[src/rtl/io_pkg.sv]
// io_pkg: shared types and default timing for the IO cycle controller.
//   io_region_e  - address region selected by a[13:10]
//   io_state_e   - bus-cycle FSM state (also exported for debug)
//   T_*_DEF      - default timing parameters, in clock cycles
//   is_external  - region drives a chip select and strobes
//   is_slow      - region uses the long strobe width
package io_pkg;

    typedef enum logic [2:0] {
        REG_ROM,
        REG_ECONET,
        REG_ETH,
        REG_IDE,
        REG_IRQ,
        REG_PAGE,
        REG_UART,
        REG_NONE
    } io_region_e;

    typedef enum logic [2:0] {
        ST_IDLE,
        ST_SETUP,
        ST_STROBE,
        ST_HOLD,
        ST_DONE
    } io_state_e;

    localparam int T_SETUP_DEF = 1;
    localparam int T_FAST_DEF  = 2;
    localparam int T_SLOW_DEF  = 4;
    localparam int T_HOLD_DEF  = 1;

    function automatic logic is_external(input io_region_e r);
        return (r == REG_ROM) || (r == REG_ECONET) || (r == REG_ETH) ||
               (r == REG_IDE) || (r == REG_UART);
    endfunction

    function automatic logic is_slow(input io_region_e r);
        return (r == REG_ECONET) || (r == REG_IDE) || (r == REG_UART);
    endfunction

endpackage

[src/rtl/io_region_decode.sv]
// io_region_decode: purely combinational decode of host address a[13:10].
//   a_hi   in  4  host address bits [13:10]
//   region out    decoded io_region_e
module io_region_decode
    import io_pkg::*;
(
    input  logic [3:0] a_hi,
    output io_region_e region
);

    always_comb begin
        region = REG_NONE;
        if (!a_hi[3]) begin
            region = REG_ROM;
        end else begin
            case (a_hi[2:0])
                3'b000:  region = REG_ECONET;
                3'b001:  region = REG_ETH;
                3'b010:  region = REG_IDE;
                3'b011:  region = REG_IRQ;
                3'b100:  region = REG_PAGE;
                3'b101:  region = REG_UART;
                default: region = REG_NONE;
            endcase
        end
    end

endmodule

[src/rtl/io_cycle_ctrl.sv]
// io_cycle_ctrl: sequences one host access at a time onto a shared device bus
// with programmable setup / strobe / hold timing, and serves the internal
// interrupt-status and page-latch registers without touching the bus.
//   clk, rst_n                   clock, async active-low reset
//   a[11:0] (= addr[13:2])       host address, sampled on host_req
//   host_req/host_wr/host_wdata  access request (one-cycle pulse)
//   host_rdata/host_ready/host_busy  completion and status to host
//   *_cs_n, dev_rd_n, dev_wr_n   device selects and shared strobes
//   dev_wdata/dev_rdata          device data
//   eth_cmd                      a[9] latched for Ethernet accesses
//   irq_in                       {uart, ide, eth, econet} interrupt levels
//   page                         flash page latch
//   fsm_state                    current FSM state (debug)
//
// Handshake: host_req is accepted only in IDLE; a request in any other state
// (including DONE) is dropped. Every accepted request produces exactly one
// host_ready pulse, during which host_rdata is valid for reads.
module io_cycle_ctrl
    import io_pkg::*;
#(
    parameter int T_SETUP = T_SETUP_DEF,
    parameter int T_FAST  = T_FAST_DEF,
    parameter int T_SLOW  = T_SLOW_DEF,
    parameter int T_HOLD  = T_HOLD_DEF
) (
    input  logic        clk,
    input  logic        rst_n,
    input  logic [11:0] a,
    input  logic        host_req,
    input  logic        host_wr,
    input  logic [7:0]  host_wdata,
    output logic [7:0]  host_rdata,
    output logic        host_ready,
    output logic        host_busy,
    output logic        rom_cs_n,
    output logic        econet_cs_n,
    output logic        eth_cs_n,
    output logic        ide_cs_n,
    output logic        uart_cs_n,
    output logic        eth_cmd,
    output logic        dev_rd_n,
    output logic        dev_wr_n,
    output logic [7:0]  dev_wdata,
    input  logic [7:0]  dev_rdata,
    input  logic [3:0]  irq_in,
    output logic [5:0]  page,
    output io_state_e   fsm_state
);

    // Counter holds "cycles remaining minus one" for the current state.
    localparam logic [2:0] SETUP_LD = 3'(T_SETUP - 1);
    localparam logic [2:0] FAST_LD  = 3'(T_FAST - 1);
    localparam logic [2:0] SLOW_LD  = 3'(T_SLOW - 1);
    localparam logic [2:0] HOLD_LD  = 3'(T_HOLD - 1);

    io_state_e  state, state_next;
    io_region_e req_region, region_q;
    logic [2:0] cnt, cnt_load;
    logic       wr_q;
    logic       accept;
    logic       active;
    logic       unused_a;

    assign unused_a = ^a[6:0];

    io_region_decode u_decode (
        .a_hi   (a[11:8]),
        .region (req_region)
    );

    assign accept    = host_req && (state == ST_IDLE);
    assign fsm_state = state;

    // State register and cycle counter
    always_ff @(posedge clk or negedge rst_n) begin
        if (!rst_n) begin
            state <= ST_IDLE;
            cnt   <= '0;
        end else begin
            state <= state_next;
            if (state_next != state) begin
                cnt <= cnt_load;
            end else if (cnt != 3'd0) begin
                cnt <= cnt - 3'd1;
            end
        end
    end

    // Next-state logic
    always_comb begin
        state_next = state;
        case (state)
            ST_IDLE:   if (host_req) state_next = is_external(req_region) ? ST_SETUP : ST_DONE;
            ST_SETUP:  if (cnt == 3'd0) state_next = ST_STROBE;
            ST_STROBE: if (cnt == 3'd0) state_next = ST_HOLD;
            ST_HOLD:   if (cnt == 3'd0) state_next = ST_DONE;
            ST_DONE:   state_next = ST_IDLE;
            default:   state_next = ST_IDLE;
        endcase
    end

    // Duration of the state being entered; region_q is already valid by
    // the time STROBE is entered.
    always_comb begin
        cnt_load = 3'd0;
        case (state_next)
            ST_SETUP:  cnt_load = SETUP_LD;
            ST_STROBE: cnt_load = is_slow(region_q) ? SLOW_LD : FAST_LD;
            ST_HOLD:   cnt_load = HOLD_LD;
            default:   cnt_load = 3'd0;
        endcase
    end

    // Access context and data registers
    always_ff @(posedge clk or negedge rst_n) begin
        if (!rst_n) begin
            region_q   <= REG_NONE;
            wr_q       <= 1'b0;
            dev_wdata  <= '0;
            host_rdata <= '0;
            eth_cmd    <= 1'b0;
            page       <= '0;
        end else if (accept) begin
            region_q  <= req_region;
            wr_q      <= host_wr;
            dev_wdata <= host_wdata;
            eth_cmd   <= (req_region == REG_ETH) && a[7];   // a[7] is address bit 9
            case (req_region)
                REG_IRQ:  if (!host_wr) host_rdata <= {4'b0, irq_in};
                REG_PAGE: if (host_wr) page <= host_wdata[5:0];
                          else         host_rdata <= {2'b0, page};
                REG_NONE: if (!host_wr) host_rdata <= 8'hFF;
                default:  ;
            endcase
        end else if (state == ST_STROBE && cnt == 3'd0 && !wr_q) begin
            host_rdata <= dev_rdata;
        end else if (state == ST_DONE) begin
            eth_cmd <= 1'b0;
        end
    end

    // Outputs decoded from state: only one region is held per access, so
    // at most one select and one strobe can be active.
    always_comb begin
        active      = (state == ST_SETUP) || (state == ST_STROBE) || (state == ST_HOLD);
        rom_cs_n    = !(active && region_q == REG_ROM);
        econet_cs_n = !(active && region_q == REG_ECONET);
        eth_cs_n    = !(active && region_q == REG_ETH);
        ide_cs_n    = !(active && region_q == REG_IDE);
        uart_cs_n   = !(active && region_q == REG_UART);
        dev_rd_n    = !(state == ST_STROBE && !wr_q);
        dev_wr_n    = !(state == ST_STROBE && wr_q);
        host_ready  = (state == ST_DONE);
        host_busy   = (state != ST_IDLE);
    end

endmodule

[config.mk]
export PLATFORM = sky130hd
export DESIGN_NAME = io_cycle_ctrl
export DESIGN_NICKNAME = d
export VERILOG_FILES = /design/src/rtl/io_pkg.sv /design/src/rtl/io_region_decode.sv /design/src/rtl/io_cycle_ctrl.sv
export SDC_FILE = /design/constraint.sdc
export NUM_CORES = 1
export LEC_CHECK = 0
export ABC_AREA = 1
export BUFFER_PORTS_ARGS = -buffer_cell sky130_fd_sc_hd__buf_2
export CAP_MARGIN = 10
export CORE_MARGIN = 4
export CORE_UTILIZATION = 24
export DETAILED_ROUTE_END_ITERATION = 10
export HOLD_SLACK_MARGIN = 0.05
export MAX_ROUTING_LAYER = met4
export PLACE_DENSITY_LB_ADDON = 0.15
export SYNTH_ARGS = -nofsm -noshare
export SYNTH_HDL_FRONTEND = slang
export SYNTH_SLANG_ARGS = --single-unit
[constraint.sdc]
create_clock -name clk -period 3.2 [get_ports clk]
set_input_delay 0.32 -clock clk [delete_from_list [all_inputs] [get_ports clk]]
set_output_delay 0.32 -clock clk [all_outputs]
set_load 0.05 [all_outputs]
==> impl_results.md <==
- Outcome: complete, no violations
- Largest family of logic cells by synthesized area: simple AND/OR/NAND/NOR gates
- CTS Hold Bufs: 0
- Post-synthesis xor/xnor area fraction: 0%
- CP peak stage delay: 0.47 ns
- Layout cells sized above 1: 33.2%
- Initial core utilization: 25.1%
- Actual slew at the worst max-slew pin: slightly below 0.8 ns
- Minimum clock period: 1.97 ns
- CTS H-Tree Depth: 2
- Clock Path Buffers: 2
- Antenna cells: 0
- Worst min path class: in -> async
- First-pass GRT wire length: roughly 7900 µm
- TritonCTS clock tree: built
- Final setup viols: 0
- Top cell family by delay on the critical path: simple AND/OR/NAND/NOR gates
- Total wire length: between 4000 and 5000 µm
- Clock skew: 0.00925 ns
- Reg power frac: between 20% and 30%
- GRT Residual Overflow: 0
- Remaining DRCs: 0
- Most common cell after layout, fill and taps aside: nand2_1
- Reg area: 830 µm²
- Post-CTS Setup Inserts: 0
- Post-Place Cells: 362
- CP max-delay cell: dfrtp_1
- 1st-iter DRT viols: 64
- Area delta synth->final: 28.6%
- Tcrit/Tclk final: 61.5%
- DR vias: around 1,600
- Compound-Gate Fraction of Synth Area: between 10% and 20%
- Final hold viol count: 0
- Worst Path Buf+Inv: 1
- Worst Path Max Fanout: 26
- Port Buffers: 63
- Area share of the largest cell type after synthesis: approximately 43%
- Multiplexer area fraction after synthesis: 2.60%
- Cell Chain, Critical Path: nor2_4 -> nand3_4 -> inv_4 -> nand2_2 -> nor2_8 -> mux2_2
- Router iterations before antenna repair: 4
- Initial antenna violation count: 0
- Synth Net Count: 246
- Mapped Cells: 208
- Slew headroom: 48.0%
- Fillers: about 800
- Core Rows: 30
- Largest net degree at the start of global routing: 34
- Adder-Cell Fraction of Synth Area: 1.44%
- Die area: just under 0.009 mm²
- Root Driver: clkbuf_8
- Vias/cell: 4.32
- Seq/Total Area, Yosys: 47.8%
- Vias in the first global route: 1,617
- Internal Power: 1140 µW
- Top Ports: 71
- Final worst setup slack: 1.23 ns
- Nets: just over 300
- Kind of critical path: reg -> reg
- Gate power share: between 50% and 60%
- DP HPWL: 3550 µm
- Total CTS buffers: 5
- Layout Utilization: 32.3%
- Sw Share: between 50 and 60%
- Seq cells post-synth: 33
- Pre-CTS WS: 1.20 ns
- Post-synth top area cell: dfrtp_1
- Worst-path clk slew: 0.08 ns
- Setup TNS: 0 ns
- PwrDens: 1170 mW/mm²
- GRT Util Overall: a little under an eighth
- Chip width: approximately 93 µm
- Switching power: 1480 µW
- WP data required: 3.38 ns
- Clock Power Share: 12.4%
- ANT nets after route: 0
- CP Capture Type: flip-flop
- Core area: 0.00691 mm²
- RSZ-0062 raised after global routing: no
- Die H: approximately 93 µm
- Avg WL per Cell: around 13 µm
- Count of max-cap constraint violations: 0
- Power Total: about 2600 µW
- Worst EP arrival: 2.15 ns
- Fmax: 0.508 GHz
- Most frequent cells in the layout: nand2_1, buf_2, dfrtp_1
- Final count of pins violating max slew: 0
- Yosys warns: 0
- Post-CTS sizing: 0
- Syn avg cell area: 8.34 µm²
- Worst-skew pair later-pin latency: about 0.29 ns
- Clk sink count: 33
- Leak: 0.00116 µW
- Synth Area in Simple Gates: 27.8%
- Largest cells by area after synthesis: dfrtp_1, nand2_1, inv_1, o21ai_0, dfstp_2
- Maximum vdd drop: ~0.44 mV
- Post-synth cell types: 31
- Area occupied by multi-input gates: roughly 780 µm²
- Mapped cell area: 0.00174 mm²
- Final Instance Count excl. Fillers: 370
- GP Congestion: 0.744
- Startpoint Class: flip-flop
[state kept, by name, summed over array words and instances (netlist names)]
name	count
host_rdata	8
region_q	3
dev_wdata	8
cnt	3
page	6
wr_q	1
fsm_state	3
eth_cmd	1
[through the flow]
| stage | hold slack, ns | instance area, µm² |
|---|---|---|
| final | 0.105 | 2230 |
| after global routing | 0.156 | 2230 |
| after CTS | 0.132 | 2230 |
| after detailed placement | 0.460 | 2140 |
| after global placement | 0.453 | 2140 |
| after floorplan | 0.0244 | 1740 |
[per-layer routing]
metal	routed length [µm]	GRT usage, %	vias to the layer above
met1	2250	15.8	730
met4	39	3.30	0
met3	361	3.14	4
li1	-	-	809
met2	2050	18.1	54
met5	0	-	-
[final timing paths]
check	from	end	slack, ns	cells after the start
hold / removal	rst_n	page[2]	0.10	1
max in group asynchronous	rst_n	fsm_state[1]	2.60	1
setup / recovery	fsm_state[1]	page[2]	1.23	6
hold reg to reg	host_rdata[3]	host_rdata[3]	0.48	2
setup reg to reg	fsm_state[1]	page[2]	1.23	6
min in group clk	host_wdata[7]	dev_wdata[7]	0.22	3
[power groups by stage]
| stage | Combinational (µW) | Sequential, µW | Clock [µW] |
|---|---|---|---|
| 6_report | 1550 | 740 | 325 |
| 5_1_grt | 1690 | 771 | 365 |
| 4_1_cts | 1580 | 743 | 342 |
| 3_5_place_dp | 1580 | 746 | 0 |
| 3_3_place_gp | 1570 | 749 | 0 |
| 2_1_floorplan | 727 | 1240 | 0 |
[worst reg2reg max path, cell delays in order, from the launching register on]
cell     delay (ns)
dfrtp_1        0.47
nor2_4         0.14
nand3_4        0.25
inv_4          0.33
nand2_2        0.15
nor2_8         0.18
mux2_2         0.35
[logic make-up after synthesis]
| group | Yosys count |
|---|---|
| compound gates | 34 |
| simple gates | 104 |
| fa+ha+maj | 2 |
| mux | 4 |
| flops | 33 |
| buf+inv | 31 |
[cell usage after synthesis]
| master | count |
|---|---|
| a21oi_1 | 3 |
| a32o_1 | 1 |
| buf_2 | 3 |
| buf_6 | 1 |
| clkbuf_1 | 1 |
| dfrtp_1 | 30 |
| dfstp_2 | 3 |
| ha_1 | 2 |
| inv_1 | 23 |
| inv_2 | 2 |
| inv_4 | 1 |
| mux2_2 | 4 |
| nand2_1 | 65 |
| nand2_2 | 2 |
| nand3_1 | 14 |
| nand3_2 | 3 |
| nand3_4 | 1 |
| nand4_1 | 3 |
| nor2_1 | 11 |
| nor2_2 | 1 |
| nor2_4 | 1 |
| nor2_8 | 1 |
| nor3_1 | 2 |
| o211ai_1 | 3 |
| o21a_1 | 4 |
| o21ai_0 | 16 |
| o21ai_1 | 2 |
| o221ai_1 | 2 |
| o311ai_0 | 1 |
| o31ai_4 | 1 |
| o32ai_1 | 1 |
[area by class of cell]
class / instances / area share [%]
flip-flops and latches: 33 / 37.2
well taps: 96 / 5.38
clock inverters: 3 / 1.01
multi-input cells: 144 / 34.8
inverters: 26 / 4.48
clock buffers: 5 / 3.08
repair buffers: 63 / 14.1
Power figures use the tool's default switching activity.
